--- src/rtl/sprite_write_sched_if.sv ---
// Sprite write scheduler bus: two requester write ports plus the engine write port.
// Latency: none (wires only).
// Backpressure: each requester sees its own ready; the engine port has no backpressure.
// Signals:
//   a_valid/a_ready/a_addr/a_data : CPU requester (valid/ready handshake)
//   b_valid/b_ready/b_addr/b_data : game-logic requester (valid/ready handshake)
//   wren/addr/ldr                 : register write port into the sprite engine
//   frame_done/backlog            : drain-window status
// master = requester/engine side, slave = the scheduler.
interface sprite_write_sched_if;
  logic        a_valid;
  logic        a_ready;
  logic [5:0]  a_addr;
  logic [15:0] a_data;
  logic        b_valid;
  logic        b_ready;
  logic [5:0]  b_addr;
  logic [15:0] b_data;
  logic        wren;
  logic [5:0]  addr;
  logic [15:0] ldr;
  logic        frame_done;
  logic        backlog;

  modport master (
    output a_valid, a_addr, a_data,
    output b_valid, b_addr, b_data,
    input  a_ready, b_ready,
    input  wren, addr, ldr, frame_done, backlog
  );

  modport slave (
    input  a_valid, a_addr, a_data,
    input  b_valid, b_addr, b_data,
    output a_ready, b_ready,
    output wren, addr, ldr, frame_done, backlog
  );
endinterface

--- src/rtl/sprite_write_sched.sv ---
// Shares the sprite engine register write port between CPU (A) and game logic (B); writes drain in vblank.
// Latency: first wren one cycle after edge E+3 (E = edge where vsync rises); one write per 4 cycles.
// Backpressure: x_ready = per-requester FIFO not full (0 in reset); engine port is never stalled.
// Ports:
//   clk_50_mhz : the only clock
//   rst        : synchronous active-high reset, flushes both FIFOs
//   vsync      : vertical sync (same clock domain), high during flyback
//   bus        : sprite_write_sched_if.slave (requester handshakes, wren/addr/ldr, frame_done, backlog)
// Optional feature: define SPRITE_SCHED_BITMAP_BYPASS_EN to issue bitmap writes (addr < 6'h10)
// from IDLE without waiting for blanking.

// Circular-buffer FIFO with one extra pointer bit; full/empty decided by the MSB.
module sprite_write_sched_fifo #(
  parameter int DEPTH = 4,
  parameter int WIDTH = 22
) (
  input  logic             clk_50_mhz,
  input  logic             rst,
  input  logic             push,
  input  logic [WIDTH-1:0] push_dat,
  input  logic             pop,
  output logic [WIDTH-1:0] head_dat,
  output logic             full,
  output logic             empty
);
  localparam int AW = $clog2(DEPTH);
  localparam logic [AW:0] PTR_ONE = (AW + 1)'(1);

  logic [WIDTH-1:0] mem [DEPTH];
  logic [AW:0]      wr_ptr;
  logic [AW:0]      rd_ptr;

  assign empty    = (wr_ptr == rd_ptr);
  // Same index, different lap bit: writer is a full lap ahead.
  assign full     = (wr_ptr[AW] != rd_ptr[AW]) && (wr_ptr[AW-1:0] == rd_ptr[AW-1:0]);
  assign head_dat = mem[rd_ptr[AW-1:0]];

  always_ff @(posedge clk_50_mhz) begin
    if (rst) begin
      wr_ptr <= '0;
      rd_ptr <= '0;
    end else begin
      if (push && !full) begin
        mem[wr_ptr[AW-1:0]] <= push_dat;
        wr_ptr              <= wr_ptr + PTR_ONE;
      end
      if (pop && !empty) begin
        rd_ptr <= rd_ptr + PTR_ONE;
      end
    end
  end
endmodule

module sprite_write_sched #(
  parameter int FIFO_DEPTH           = 4,
  parameter int MAX_WRITES_PER_FRAME = 8
) (
  input  logic                  clk_50_mhz,
  input  logic                  rst,
  input  logic                  vsync,
  sprite_write_sched_if.slave   bus
);
  typedef struct packed {
    logic [5:0]  addr;
    logic [15:0] data;
  } wr_req_t;

  typedef enum logic [2:0] {
    IDLE   = 3'd0,
    PICK   = 3'd1,
    SETUP  = 3'd2,
    STROBE = 3'd3,
    HOLD   = 3'd4,
    DONE   = 3'd5
  } state_t;

  localparam logic [5:0] WMAX = 6'(MAX_WRITES_PER_FRAME);

  state_t      state;
  state_t      state_n;
  logic        vsync_q;
  logic        blank_rise;
  logic [5:0]  wcount;
  logic        last_grant_b;
  logic        bypass;
  logic        bypass_n;

  logic        wren_r;
  logic [5:0]  addr_r;
  logic [15:0] ldr_r;
  logic        frame_done_r;
  logic        backlog_r;

  wr_req_t     a_head;
  wr_req_t     b_head;
  wr_req_t     a_in;
  wr_req_t     b_in;
  logic        a_full;
  logic        a_empty;
  logic        b_full;
  logic        b_empty;
  logic        a_push;
  logic        b_push;
  logic        a_pop;
  logic        b_pop;

  logic        load;
  logic        grant_a;
  logic        rr_grant_a;
  logic        clr_wcount;
  logic        inc_wcount;

  // ---------------------------------------------------------------- requester FIFOs
  // Ready comes only from the registered full flag, so a pop in the same cycle
  // never makes room for that cycle's push.
  assign bus.a_ready = !a_full && !rst;
  assign bus.b_ready = !b_full && !rst;
  assign a_push      = bus.a_valid && bus.a_ready;
  assign b_push      = bus.b_valid && bus.b_ready;
  assign a_in        = '{addr: bus.a_addr, data: bus.a_data};
  assign b_in        = '{addr: bus.b_addr, data: bus.b_data};

  sprite_write_sched_fifo #(
    .DEPTH (FIFO_DEPTH),
    .WIDTH ($bits(wr_req_t))
  ) u_fifo_a (
    .clk_50_mhz (clk_50_mhz),
    .rst        (rst),
    .push       (a_push),
    .push_dat   (a_in),
    .pop        (a_pop),
    .head_dat   (a_head),
    .full       (a_full),
    .empty      (a_empty)
  );

  sprite_write_sched_fifo #(
    .DEPTH (FIFO_DEPTH),
    .WIDTH ($bits(wr_req_t))
  ) u_fifo_b (
    .clk_50_mhz (clk_50_mhz),
    .rst        (rst),
    .push       (b_push),
    .push_dat   (b_in),
    .pop        (b_pop),
    .head_dat   (b_head),
    .full       (b_full),
    .empty      (b_empty)
  );

  // ---------------------------------------------------------------- arbitration
  assign blank_rise = vsync && !vsync_q;

  // On a tie the side not served last wins; last_grant_b resets to 1 so A wins first.
  assign rr_grant_a = !a_empty && (b_empty || last_grant_b);

`ifdef SPRITE_SCHED_BITMAP_BYPASS_EN
  // Bitmap registers live below 6'h10; only a FIFO head can bypass so order per
  // requester is preserved (a position write at the head blocks later bitmaps).
  logic a_byp;
  logic b_byp;
  logic byp_grant_a;
  assign a_byp       = !a_empty && (a_head.addr < 6'h10);
  assign b_byp       = !b_empty && (b_head.addr < 6'h10);
  assign byp_grant_a = a_byp && (!b_byp || last_grant_b);
`endif

  assign a_pop = load && grant_a;
  assign b_pop = load && !grant_a;

  // ---------------------------------------------------------------- FSM next state
  always_comb begin
    state_n    = state;
    bypass_n   = bypass;
    load       = 1'b0;
    grant_a    = 1'b0;
    clr_wcount = 1'b0;
    inc_wcount = 1'b0;
    case (state)
      IDLE: begin
        if (blank_rise) begin
          clr_wcount = 1'b1;
          state_n    = PICK;
        end
`ifdef SPRITE_SCHED_BITMAP_BYPASS_EN
        else if (a_byp || b_byp) begin
          load     = 1'b1;
          grant_a  = byp_grant_a;
          bypass_n = 1'b1;
          state_n  = SETUP;
        end
`endif
      end
      PICK: begin
        if ((a_empty && b_empty) || (wcount == WMAX)) begin
          state_n = DONE;
        end else begin
          load     = 1'b1;
          grant_a  = rr_grant_a;
          bypass_n = 1'b0;
          state_n  = SETUP;
        end
      end
      SETUP: begin
        state_n = STROBE;
      end
      STROBE: begin
        inc_wcount = !bypass;
        state_n    = HOLD;
      end
      HOLD: begin
        // A bypass write returns straight to IDLE and never closes a window.
        if (bypass) begin
          state_n = IDLE;
        end else if (vsync) begin
          state_n = PICK;
        end else begin
          state_n = DONE;
        end
      end
      DONE: begin
        state_n = IDLE;
      end
      default: begin
        state_n = IDLE;
      end
    endcase
  end

  // ---------------------------------------------------------------- state and outputs
  always_ff @(posedge clk_50_mhz) begin
    if (rst) begin
      state        <= IDLE;
      vsync_q      <= 1'b0;
      wcount       <= '0;
      last_grant_b <= 1'b1;
      bypass       <= 1'b0;
      wren_r       <= 1'b0;
      addr_r       <= '0;
      ldr_r        <= '0;
      frame_done_r <= 1'b0;
      backlog_r    <= 1'b0;
    end else begin
      state   <= state_n;
      vsync_q <= vsync;
      bypass  <= bypass_n;

      if (clr_wcount) begin
        wcount <= '0;
      end else if (inc_wcount && (wcount != WMAX)) begin
        wcount <= wcount + 6'd1;
      end

      // Outputs are registered from the next state so they line up with it.
      wren_r       <= (state_n == STROBE);
      frame_done_r <= (state_n == DONE);
      if (state_n == DONE) begin
        backlog_r <= !a_empty || !b_empty;
      end

      if (load) begin
        addr_r       <= grant_a ? a_head.addr : b_head.addr;
        ldr_r        <= grant_a ? a_head.data : b_head.data;
        last_grant_b <= !grant_a;
      end
    end
  end

  assign bus.wren       = wren_r;
  assign bus.addr       = addr_r;
  assign bus.ldr        = ldr_r;
  assign bus.frame_done = frame_done_r;
  assign bus.backlog    = backlog_r;
endmodule

--- src/flat_wrapper.sv ---
// flat-port wrapper written by rule: the top's interface ports become plain ports
module sprite_write_sched_flat 
#(
  parameter int FIFO_DEPTH           = 4,
  parameter int MAX_WRITES_PER_FRAME = 8
)
  (clk_50_mhz, rst, vsync, bus_a_valid, bus_a_addr, bus_a_data, bus_b_valid, bus_b_addr, bus_b_data, bus_a_ready, bus_b_ready, bus_wren, bus_addr, bus_ldr, bus_frame_done, bus_backlog);
  sprite_write_sched_if bus_i ();
  input  logic clk_50_mhz;
  input  logic rst;
  input  logic vsync;
  input wire logic [$bits(bus_i.a_valid)-1:0] bus_a_valid;
  input wire logic [$bits(bus_i.a_addr)-1:0] bus_a_addr;
  input wire logic [$bits(bus_i.a_data)-1:0] bus_a_data;
  input wire logic [$bits(bus_i.b_valid)-1:0] bus_b_valid;
  input wire logic [$bits(bus_i.b_addr)-1:0] bus_b_addr;
  input wire logic [$bits(bus_i.b_data)-1:0] bus_b_data;
  output wire logic [$bits(bus_i.a_ready)-1:0] bus_a_ready;
  output wire logic [$bits(bus_i.b_ready)-1:0] bus_b_ready;
  output wire logic [$bits(bus_i.wren)-1:0] bus_wren;
  output wire logic [$bits(bus_i.addr)-1:0] bus_addr;
  output wire logic [$bits(bus_i.ldr)-1:0] bus_ldr;
  output wire logic [$bits(bus_i.frame_done)-1:0] bus_frame_done;
  output wire logic [$bits(bus_i.backlog)-1:0] bus_backlog;
  assign bus_i.a_valid = bus_a_valid;
  assign bus_i.a_addr = bus_a_addr;
  assign bus_i.a_data = bus_a_data;
  assign bus_i.b_valid = bus_b_valid;
  assign bus_i.b_addr = bus_b_addr;
  assign bus_i.b_data = bus_b_data;
  assign bus_a_ready = bus_i.a_ready;
  assign bus_b_ready = bus_i.b_ready;
  assign bus_wren = bus_i.wren;
  assign bus_addr = bus_i.addr;
  assign bus_ldr = bus_i.ldr;
  assign bus_frame_done = bus_i.frame_done;
  assign bus_backlog = bus_i.backlog;
  sprite_write_sched #(.FIFO_DEPTH(FIFO_DEPTH), .MAX_WRITES_PER_FRAME(MAX_WRITES_PER_FRAME)) u_core (.clk_50_mhz(clk_50_mhz), .rst(rst), .vsync(vsync), .bus(bus_i));
endmodule
--- config.mk ---
export PLATFORM = sky130hd
export DESIGN_NAME = sprite_write_sched_flat
export DESIGN_NICKNAME = d
export VERILOG_FILES = /design/src/rtl/sprite_write_sched_if.sv /design/src/rtl/sprite_write_sched.sv /design/src/flat_wrapper.sv
export SDC_FILE = /design/constraint.sdc
export NUM_CORES = 1
export LEC_CHECK = 0
export CORE_MARGIN = 1.5
export CORE_UTILIZATION = 40
export DETAILED_ROUTE_END_ITERATION = 10
export DONT_BUFFER_PORTS = 1
export PLACE_DENSITY = 0.58
export SLEW_MARGIN = 0
export SYNTH_ARGS = -nofsm -noshare
export SYNTH_HDL_FRONTEND = slang
export SYNTH_SLANG_ARGS = --single-unit
--- constraint.sdc ---
create_clock -name clk_50_mhz -period 4 [get_ports clk_50_mhz]
set_input_delay 0.8 -clock clk_50_mhz [delete_from_list [all_inputs] [get_ports clk_50_mhz]]
set_output_delay 0.8 -clock clk_50_mhz [all_outputs]
set_load 0.02 [all_outputs]
## Word-level counts from Yosys, hierarchy flattened

Memories as Yosys holds them, arrays and structs flattened. A register that Yosys moved wholly into a read port is not among the register bits.
Cells that the tools add are included.

- Bits in registers: 48
- Bits in latches: 0
- Memory bits (writable): 176
- ROM bits: 0
- Input port bits: 49
- Output and inout bits: 27
- Logic and storage cells: 85
- Memories kept: 2

- Add/sub/neg operators: 5
- Multiply operators: 0
- Divide/modulo/power cells: 0
- Order comparisons: 0
- Equality and inequality tests: 14
- Shift-type cells: 0
- Muxes and demuxes: 23
- Bitwise logic cells: 0
- Reductions and logical operators: 28

Memory list:

| memory | depth | bits a word | read ports | clocked after Yosys merged registers in | write ports | RTL line | text |
|---|---|---|---|---|---|---|---|
| u_core.u_fifo_a.mem | 4 | 22 | 1 | 1 | 1 | sprite_write_sched.sv:29 | `logic [WIDTH-1:0] mem [DEPTH];` |
| u_core.u_fifo_b.mem | 4 | 22 | 1 | 1 | 1 | sprite_write_sched.sv:29 |  |

Operators by type and width:

| kind | number |
|---|---|
| 1-bit logical AND | 16 |
| 16-bit 2-to-1 mux | 1 |
| 3-bit one-hot mux with 5 select lines | 1 |
| 1-bit 2-to-1 mux | 13 |
| 3-bit by 1-bit adder with 3-bit output, second input constant | 4 |
| 3-bit by 2-bit equality test with 1-bit output, second input constant | 3 |
| 3-bit 2-to-1 mux | 3 |
| 2-bit 2-to-1 mux | 4 |
| 1-bit zero test | 7 |
| 6-bit by 1-bit adder with 6-bit output, second input constant | 1 |
| 3-bit equality test | 2 |
| 3-bit equality test, second input constant | 2 |
| 6-bit by 4-bit equality test with 1-bit output, second input constant | 1 |
| 6-bit 2-to-1 mux | 1 |
| 6-bit by 4-bit inequality test with 1-bit output, second input constant | 1 |
| 2-bit equality test | 2 |
| 3-bit by 1-bit equality test with 1-bit output, second input constant | 1 |
| 3-bit zero test | 1 |
| 1-bit logical OR | 3 |
| 1-bit inequality test | 2 |
| 2-bit OR reduction | 1 |

## Depth between registers and ports, before layout

Gate-level depths: netlist of run 1.

- Depth in word-level cells: 10
- Mapped depth: 9
- Gate-level depth less buffers: 7

## Hierarchy

A second synthesis of run 1 with hierarchy kept.

- Cell total of the unflattened synthesis: 613
- Area, all modules: 9694.3 um^2

Modules (own cells, without submodules):

| module | times used | cells an instance | area each (um^2) | seq. area each (um^2) |
|---|---|---|---|---|
| sprite_write_sched_fifo | 2 | 184 | 3767.4 | 2802.7 |
| sprite_write_sched | 1 | 245 | 2159.6 | 720.7 |

## Worst setup path before layout of run 1

No wires, ideal clock.

- Kind: input port to flip-flop
- Start: in bus_a_valid
- End: mem u_core.u_fifo_a.mem[3][0] (enable)
- Setup time: 0.382 ns
- Arrival time: 2.051 ns
- Required time: 3.618 ns
- Path slack: 1.566 ns
- Stages on the path: 3
- Path buffers: 0
- Cell sequence: inv_1 -> a311oi_1 -> and2_1

- Longest elaborated chain between the ends: 5

RTL lines:

| item | RTL line | text |
|---|---|---|
| from (decl) | flat_wrapper.sv:12 | `input wire logic [$bits(bus_i.a_valid)-1:0] bus_a_valid;` |
| 1-bit logical AND | sprite_write_sched.sv:118 | `assign a_push = bus.a_valid && bus.a_ready;` |
| 1-bit logical AND | sprite_write_sched.sv:43 | `if (push && !full) begin` |
| 1-bit 2-to-1 mux | sprite_write_sched.sv:43 |  |
| 1-bit 2-to-1 mux | sprite_write_sched.sv:39 | `if (rst) begin` |
| 1-bit 2-to-1 mux (not written as such) | sprite_write_sched.sv:44 | `mem[wr_ptr[AW-1:0]] <= push_dat;` |
| to (decl) | sprite_write_sched.sv:29 |  |

Every way passes these cells.

## Worst setup path in the final report of run 1

- Start: reg u_core.u_fifo_a.wr_ptr[0]
- End: out bus_a_ready

- Longest elaborated chain between the ends: 4

RTL lines:

| item | RTL line | text |
|---|---|---|
| from (decl) | sprite_write_sched.sv:30 | `logic [AW:0] wr_ptr;` |
| from (signal assigned) | sprite_write_sched.sv:45 | `wr_ptr <= wr_ptr + PTR_ONE;` |
| 2-bit equality test | sprite_write_sched.sv:35 | `assign full = (wr_ptr[AW] != rd_ptr[AW]) && (wr_ptr[AW-1:0] == rd_ptr[AW-1:0]);` |
| 1-bit logical AND | sprite_write_sched.sv:35 |  |
| 1-bit zero test | sprite_write_sched.sv:116 | `assign bus.a_ready = !a_full && !rst;` |
| 1-bit logical AND | sprite_write_sched.sv:116 |  |
| to (decl) | flat_wrapper.sv:18 | `output wire logic [$bits(bus_i.a_ready)-1:0] bus_a_ready;` |

Every way passes these cells.

==> impl_metrics.json, run 1 <==
{
  "status": "finished, final reports clean",
  "cts.sinks": 228,
  "gp_congestion": 0.7812,
  "synth_compound_area_frac": 0.04248,
  "peakVddDrop_uv": 353.3,
  "worst-endpoint-arrival_ns": 1.65,
  "synth-xor-area-share": 0.02195,
  "ant_nets": 0,
  "ys_seq_elements": 228,
  "max_slew_margin": 0.2423,
  "post_cts_buffers": 0,
  "clk_path_buf_depth": 3,
  "nNetsFinal": 595,
  "wire_per_inst_um": 20.25,
  "critPathBufInv": 0,
  "clock.fmax_ghz": 0.4078,
  "worstSetupPathType": "register to output port",
  "totalPowerFinal_mw": 5.504,
  "synth_top_area_share": 0.6021,
  "dieWidth_um": 151.1,
  "syn2layout_area_growth_pct": 12.92,
  "dieHeight_um": 151.1,
  "hpwl_um": 10950,
  "setup_tns_ns": 0,
  "ys_top_cells_by_area": "edfxtp_1, dfxtp_1, mux4_2",
  "fin_crit_sh": 0.6130,
  "tightest_slew_ns": 1.135,
  "io_buffers": 0,
  "drt-initial-drc-count": 228,
  "cpLargestDelayFamily": "flip-flops",
  "cp_max_fo": 6,
  "synthAdderAreaFrac": 0.01711,
  "netlist_top_cells_count": "edfxtp_1, dfxtp_1, nand2_1",
  "ioPinCount": 76,
  "critPathSlowestCell": "dfxtp_1",
  "syn_area_um2": 8777,
  "insertion_delay_ns": 0.53,
  "worstReg2RegStart": "u_core.wcount[0]",
  "setup_viol": 0,
  "dieArea_um2": 22840,
  "drv_slew": 0,
  "fin_crit_ns": 2.452,
  "first_pass_iters": 4,
  "yosysSeqAreaShare": 0.7207,
  "antenna_found_initial": 0,
  "h-tree-depth": 1,
  "postCtsHoldBufs": 0,
  "synthMuxAreaShare": 0.1163,
  "hold_slack_ns": 0.3556,
  "r2r_setup_slack_ns": 1.60,
  "clk_pin_slew_ns": 0.06,
  "placed_cells_incl_taps": 788,
  "rsz0062_at_grt": "false",
  "yosysTopAreaCell": "edfxtp_1",
  "synth_most_common_cell": "edfxtp_1",
  "multi_input_area_um2": 2315,
  "seq_area_um2": 6326,
  "cp_cell_sequence": "xnor2_1, a31oi_1",
  "min_path_type": "primary input to register",
  "synth_ff_type": "edfxtp_1",
  "dr_total_vias": 4372,
  "min_to": "u_core.state[2]",
  "yosysWarnings": 0,
  "cts_buffers": 24,
  "grt_use_total": 0.1532,
  "synth_simple_gate_area_frac": 0.06458,
  "grt_pass1_wl_um": 26070,
  "cts_root_buf": "clkbuf_16",
  "grt_max_degree": 50,
  "required_ns": 3.20,
  "cts_resized": 0,
  "fill_cells": 1856,
  "netlist_instances": 520,
  "worstSetupEndpointType": "output port",
  "drive_gt1_frac": 0.1630,
  "drc_errors": 0,
  "whs_path_depth": 1,
  "fin_skew_ns": 0.02841,
  "syn_nets": 581,
  "postSynthAreaPerCell_um2": 16.88,
  "start_kind": "register",
  "critical_path.max_stage_delay_ns": 0.50,
  "coreArea_um2": 21690,
  "hp-start": "rst",
  "fin_ws_ns": 1.548,
  "reg2reg_to": "u_core.bus.ldr[12]",
  "synth-async-reset-ratio": 0,
  "synth_top_family_by_area": "multiplexers",
  "final-hold-violation-count": 0,
  "start_util": 0.4047,
  "cts_tree": "done",
  "pre_cts_ws_ns": 1.506,
  "overflow": 0,
  "max_cap_viol_count": 0,
  "viasPerCell": 5.255,
  "grt_pass1_vias": 4625,
  "synth_cell_types": 39,
  "antenna_cells": 0,
  "leakage_nw": 3.201,
  "postRouteWirelength_um": 16850,
  "fin_cells": 832,
  "worstRegToRegCells": 7,
  "rows": 54,
  "p_per_area_nw_per_um2": 555.4,
  "synth_edf_count": 176
}
[cell usage in the layout (no fill, tap or decap), drive strengths merged, types with 12 or more instances in the layout]
cell / count
a311oi: 24
buf: 12
clkbuf: 31
dfxtp: 52
edfxtp: 176
ha: 12
inv: 12
mux4: 44
nand2: 48
nor2: 44
xnor2: 12
[through the flow]
stage                 util  instance area, um^2
floorplan                -                 8777
global placement    0.4206                 9123
detailed placement  0.4206                 9123
CTS                 0.4570                 9911
global route        0.4570                 9911
finish              0.4570                 9911
[logic make-up (layout without fill, tap and decap cells)]
| kind of cell | after synthesis | count (layout) |
|---|---|---|
| fa+ha+maj | 12 | 12 |
| flops | 228 | 228 |
| xor+xnor | 22 | 22 |
| buf+inv | 35 | 67 |
| mux | 47 | 47 |
| simple gates | 126 | 126 |
| compound gates | 50 | 50 |
[per-layer routing]
metal	vias to the layer above	wire length, um	GRT usage
met3	26	1790	0.07169
met5	-	0	0
met1	2209	6367	0.1761
met2	102	8328	0.2582
li1	2035	-	-
met4	0	365	0.03932
[how the worst max path moves through the flow]
stage / from / end / slack (ns) / cells after the start
6_report: u_core.u_fifo_a.wr_ptr[0] / bus_a_ready / 1.55 / 2
5_1_grt: u_core.state[1] / u_core.bus.wren / 1.22 / 5
4_1_cts: u_core.u_fifo_a.wr_ptr[0] / bus_a_ready / 1.53 / 2
3_5_place_dp: bus_b_valid / u_core.u_fifo_b.mem[3][12] / 1.51 / 4
3_3_place_gp: bus_b_valid / u_core.u_fifo_b.mem[3][12] / 1.57 / 4
2_1_floorplan: bus_a_valid / u_core.u_fifo_a.mem[3][0] / 1.57 / 3
[final cells by class]
| cell class | count | share of cell area |
|---|---|---|
| Clock inverter | 13 | 0.01629 |
| Clock buffer | 31 | 0.06325 |
| Inverter | 11 | 0.004166 |
| Multi-Input combinational cell | 257 | 0.2336 |
| Sequential cell | 228 | 0.6383 |
| Timing Repair Buffer | 12 | 0.009090 |
| Tap cell | 280 | 0.03535 |
[power breakdown]
group | total, mW | switching [mW] | internal [mW]
Combinational | 0.495 | 0.287 | 0.208
Sequential | 2.82 | 0.151 | 2.67
Clock | 2.19 | 0.880 | 1.31
Total | 5.50 | 1.32 | 4.19
[flip-flops by register name (all words and copies together), names as in the netlist, named ones only]
register / count
u_core.bus.addr: 6
u_core.bus.backlog: 1
u_core.bus.frame_done: 1
u_core.bus.ldr: 16
u_core.bus.wren: 1
u_core.last_grant_b: 1
u_core.state: 3
u_core.u_fifo_a.mem: 88
u_core.u_fifo_a.rd_ptr: 3
u_core.u_fifo_a.wr_ptr: 3
u_core.u_fifo_b.mem: 88
u_core.u_fifo_b.rd_ptr: 3
u_core.u_fifo_b.wr_ptr: 3
u_core.vsync_q: 1
u_core.wcount: 6
Note: power is estimated with default switching activity, not from simulation.
==> run 2, diff against run 1 <==
Settings changed: PLACE_DENSITY 0.58 to 0.6.
Clock period 4 ns to 2.2 ns, I/O delays scaled along.
==> impl_metrics.json, run 2 (same netlist as run 1, synthesis figures left out) <==
{
  "status": "finished, final reports clean",
  "layout_commonest_cell": "edfxtp_1",
  "r2r_setup_slack_ns": 0.17,
  "gp_congestion": 0.8321,
  "combPwrFrac": 0.107,
  "fin_crit_ns": 2.052,
  "dieArea_um2": 22840,
  "grt_use_total": 0.1610,
  "grt_pass1_vias": 4956,
  "min_to": "u_core.u_fifo_b.mem[2][0]",
  "dieWidth_um": 151.1,
  "clk_path_buf_depth": 3,
  "p_per_area_nw_per_um2": 956.8,
  "insertion_delay_ns": 0.52,
  "max_slew_margin": 0.5101,
  "io_buffers": 0,
  "h-tree-depth": 1,
  "fin_skew_ns": 0.01368,
  "peakVddDrop_uv": 668.1,
  "final-hold-violation-count": 0,
  "multi_input_area_um2": 2321,
  "clockPowerShare": 0.382,
  "postRouteWirelength_um": 17560,
  "grt_max_degree": 41,
  "switching_share": 0.2416,
  "antenna_found_initial": 0,
  "hpwl_um": 11110,
  "seq_power_share": 0.511,
  "fin_crit_sh": 0.9325,
  "overflow": 0,
  "cp_cell_sequence": "xnor2_1, a31oi_1",
  "max_cap_viol_count": 0,
  "placed_cells_incl_taps": 797,
  "whs_path_depth": 0,
  "hp-start": "bus_b_data[0]",
  "tightest_slew_ns": 0.7292,
  "ioPinCount": 76,
  "critical_path.max_stage_delay_ns": 0.49,
  "worstSetupEndpointType": "output port",
  "worstSetupPathType": "register to output port",
  "setup_viol": 0,
  "worstRegToRegCells": 7,
  "wire_per_inst_um": 19.98,
  "leakage_nw": 3.436,
  "post_cts_buffers": 0,
  "drv_slew": 0,
  "cp_max_fo": 6,
  "syn2layout_area_growth_pct": 19.40,
  "cts_buffers": 23,
  "cts.sinks": 228,
  "nNetsFinal": 643,
  "grt_pass1_wl_um": 27370,
  "start_kind": "register",
  "setup_tns_ns": 0,
  "reg2reg_to": "u_core.bus.ldr[14]",
  "drc_errors": 0,
  "drt-initial-drc-count": 210,
  "first_pass_iters": 4,
  "start_util": 0.4047,
  "worstReg2RegStart": "u_core.wcount[0]",
  "cts_tree": "done",
  "coreArea_um2": 21690,
  "viasPerCell": 5.295,
  "p_int_mw": 7.605,
  "clk_pin_slew_ns": 0.06,
  "seq_area_um2": 6326,
  "power_switching_mw": 2.422,
  "dieHeight_um": 151.1,
  "min_path_type": "primary input to register",
  "fin_cells": 879,
  "layout_common_cells": "edfxtp_1, dfxtp_1, nand2_1, mux4_2, nor2_1",
  "drive_gt1_frac": 0.1686,
  "rows": 54,
  "worst-endpoint-arrival_ns": 1.61,
  "required_ns": 1.76,
  "rsz0062_at_grt": "false",
  "ant_nets": 0,
  "dr_total_vias": 4654,
  "critPathSlowestCell": "dfxtp_1",
  "clock.fmax_ghz": 0.4874,
  "fill_cells": 1824,
  "antenna_cells": 0,
  "cts_root_buf": "clkbuf_16"
}
[run 2: changes by cell type in the layout (fill, tap and decap cells not counted), sizes merged]
cell | before | now
clkbuf | 31 | 32
dlygate4sd3 | 0 | 39
clkinv | 9 | 7
buf | 12 | 22
bufinv | 3 | 2
[run 2: worst max path at each step]
| stage | from | endpoint | slack, ns | cells past startpoint |
|---|---|---|---|---|
| 2_1_floorplan | u_core.u_fifo_b.wr_ptr[0] | u_core.u_fifo_b.mem[3][0] | 0.02 | 3 |
| 3_3_place_gp | u_core.wcount[0] | u_core.bus.ldr[14] | 0.32 | 7 |
| 3_5_place_dp | u_core.wcount[0] | u_core.bus.ldr[14] | 0.20 | 7 |
| 4_1_cts | u_core.u_fifo_b.wr_ptr[0] | bus_b_ready | 0.09 | 2 |
| 5_1_grt | u_core.u_fifo_a.wr_ptr[0] | u_core.bus.addr[5] | 0.02 | 5 |
| 6_report | u_core.u_fifo_a.wr_ptr[0] | bus_a_ready | 0.15 | 2 |
[run 2: final cells by class]
| type | instances | share of cell area |
|---|---|---|
| sequential | 228 | 0.6036 |
| inverter | 11 | 0.003940 |
| clock buffer | 32 | 0.06101 |
| multi-input combinational | 257 | 0.2215 |
| tap | 280 | 0.03343 |
| clock inverter | 10 | 0.01039 |
| timing repair buffer | 61 | 0.06614 |
[run 2: layer usage]
layer	vias to the layer above	global-route usage	part of all wire
met1	2391	0.1864	0.39
met4	0	0.04029	0.018
met3	28	0.06386	0.085
met5	-	0	0
li1	2140	-	-
met2	95	0.2790	0.50
[run 2: what timing repair did]
action / in CTS / in global routing
endpoints found under the setup margin: 0 / 1
hold buffers: 40 / 0
resized for setup: 0 / 1
endpoints found under the hold margin: 176 / 0
[run 2: worst max-delay path, delay by kind of cell (launching register included)]
kind	cells	cell delay [ns]
flip-flops	1	0.49
AO/OA/AOI/OAI	1	0.49
XOR/XNOR	1	0.13
[run 2: power by group through the flow]
stage / logic, mW / registers (mW) / clock network, mW
floorplan: 0.738 / 5.14 / 0
global placement: 0.970 / 5.20 / 0
detailed placement: 0.994 / 5.21 / 0
CTS: 1.09 / 5.12 / 3.93
global route: 1.20 / 5.15 / 4.08
finish: 1.08 / 5.12 / 3.83
[run 2: stage by stage]
| stage | power, mW | hold slack (ns) | setup WS [ns] | util | cell area (um^2) |
|---|---|---|---|---|---|
| after floorplan | 5.874 | 0.4697 | 0.02219 | - | 8777 |
| after global placement | 6.171 | 0.4888 | 0.3171 | 0.4295 | 9315 |
| after detailed placement | 6.204 | 0.5078 | 0.2004 | 0.4295 | 9315 |
| after CTS | 10.14 | 0.001034 | 0.09276 | 0.4829 | 10470 |
| after global routing | 10.44 | 0.002922 | 0.02331 | 0.4832 | 10480 |
| final | 10.03 | 0.02054 | 0.1484 | 0.4832 | 10480 |
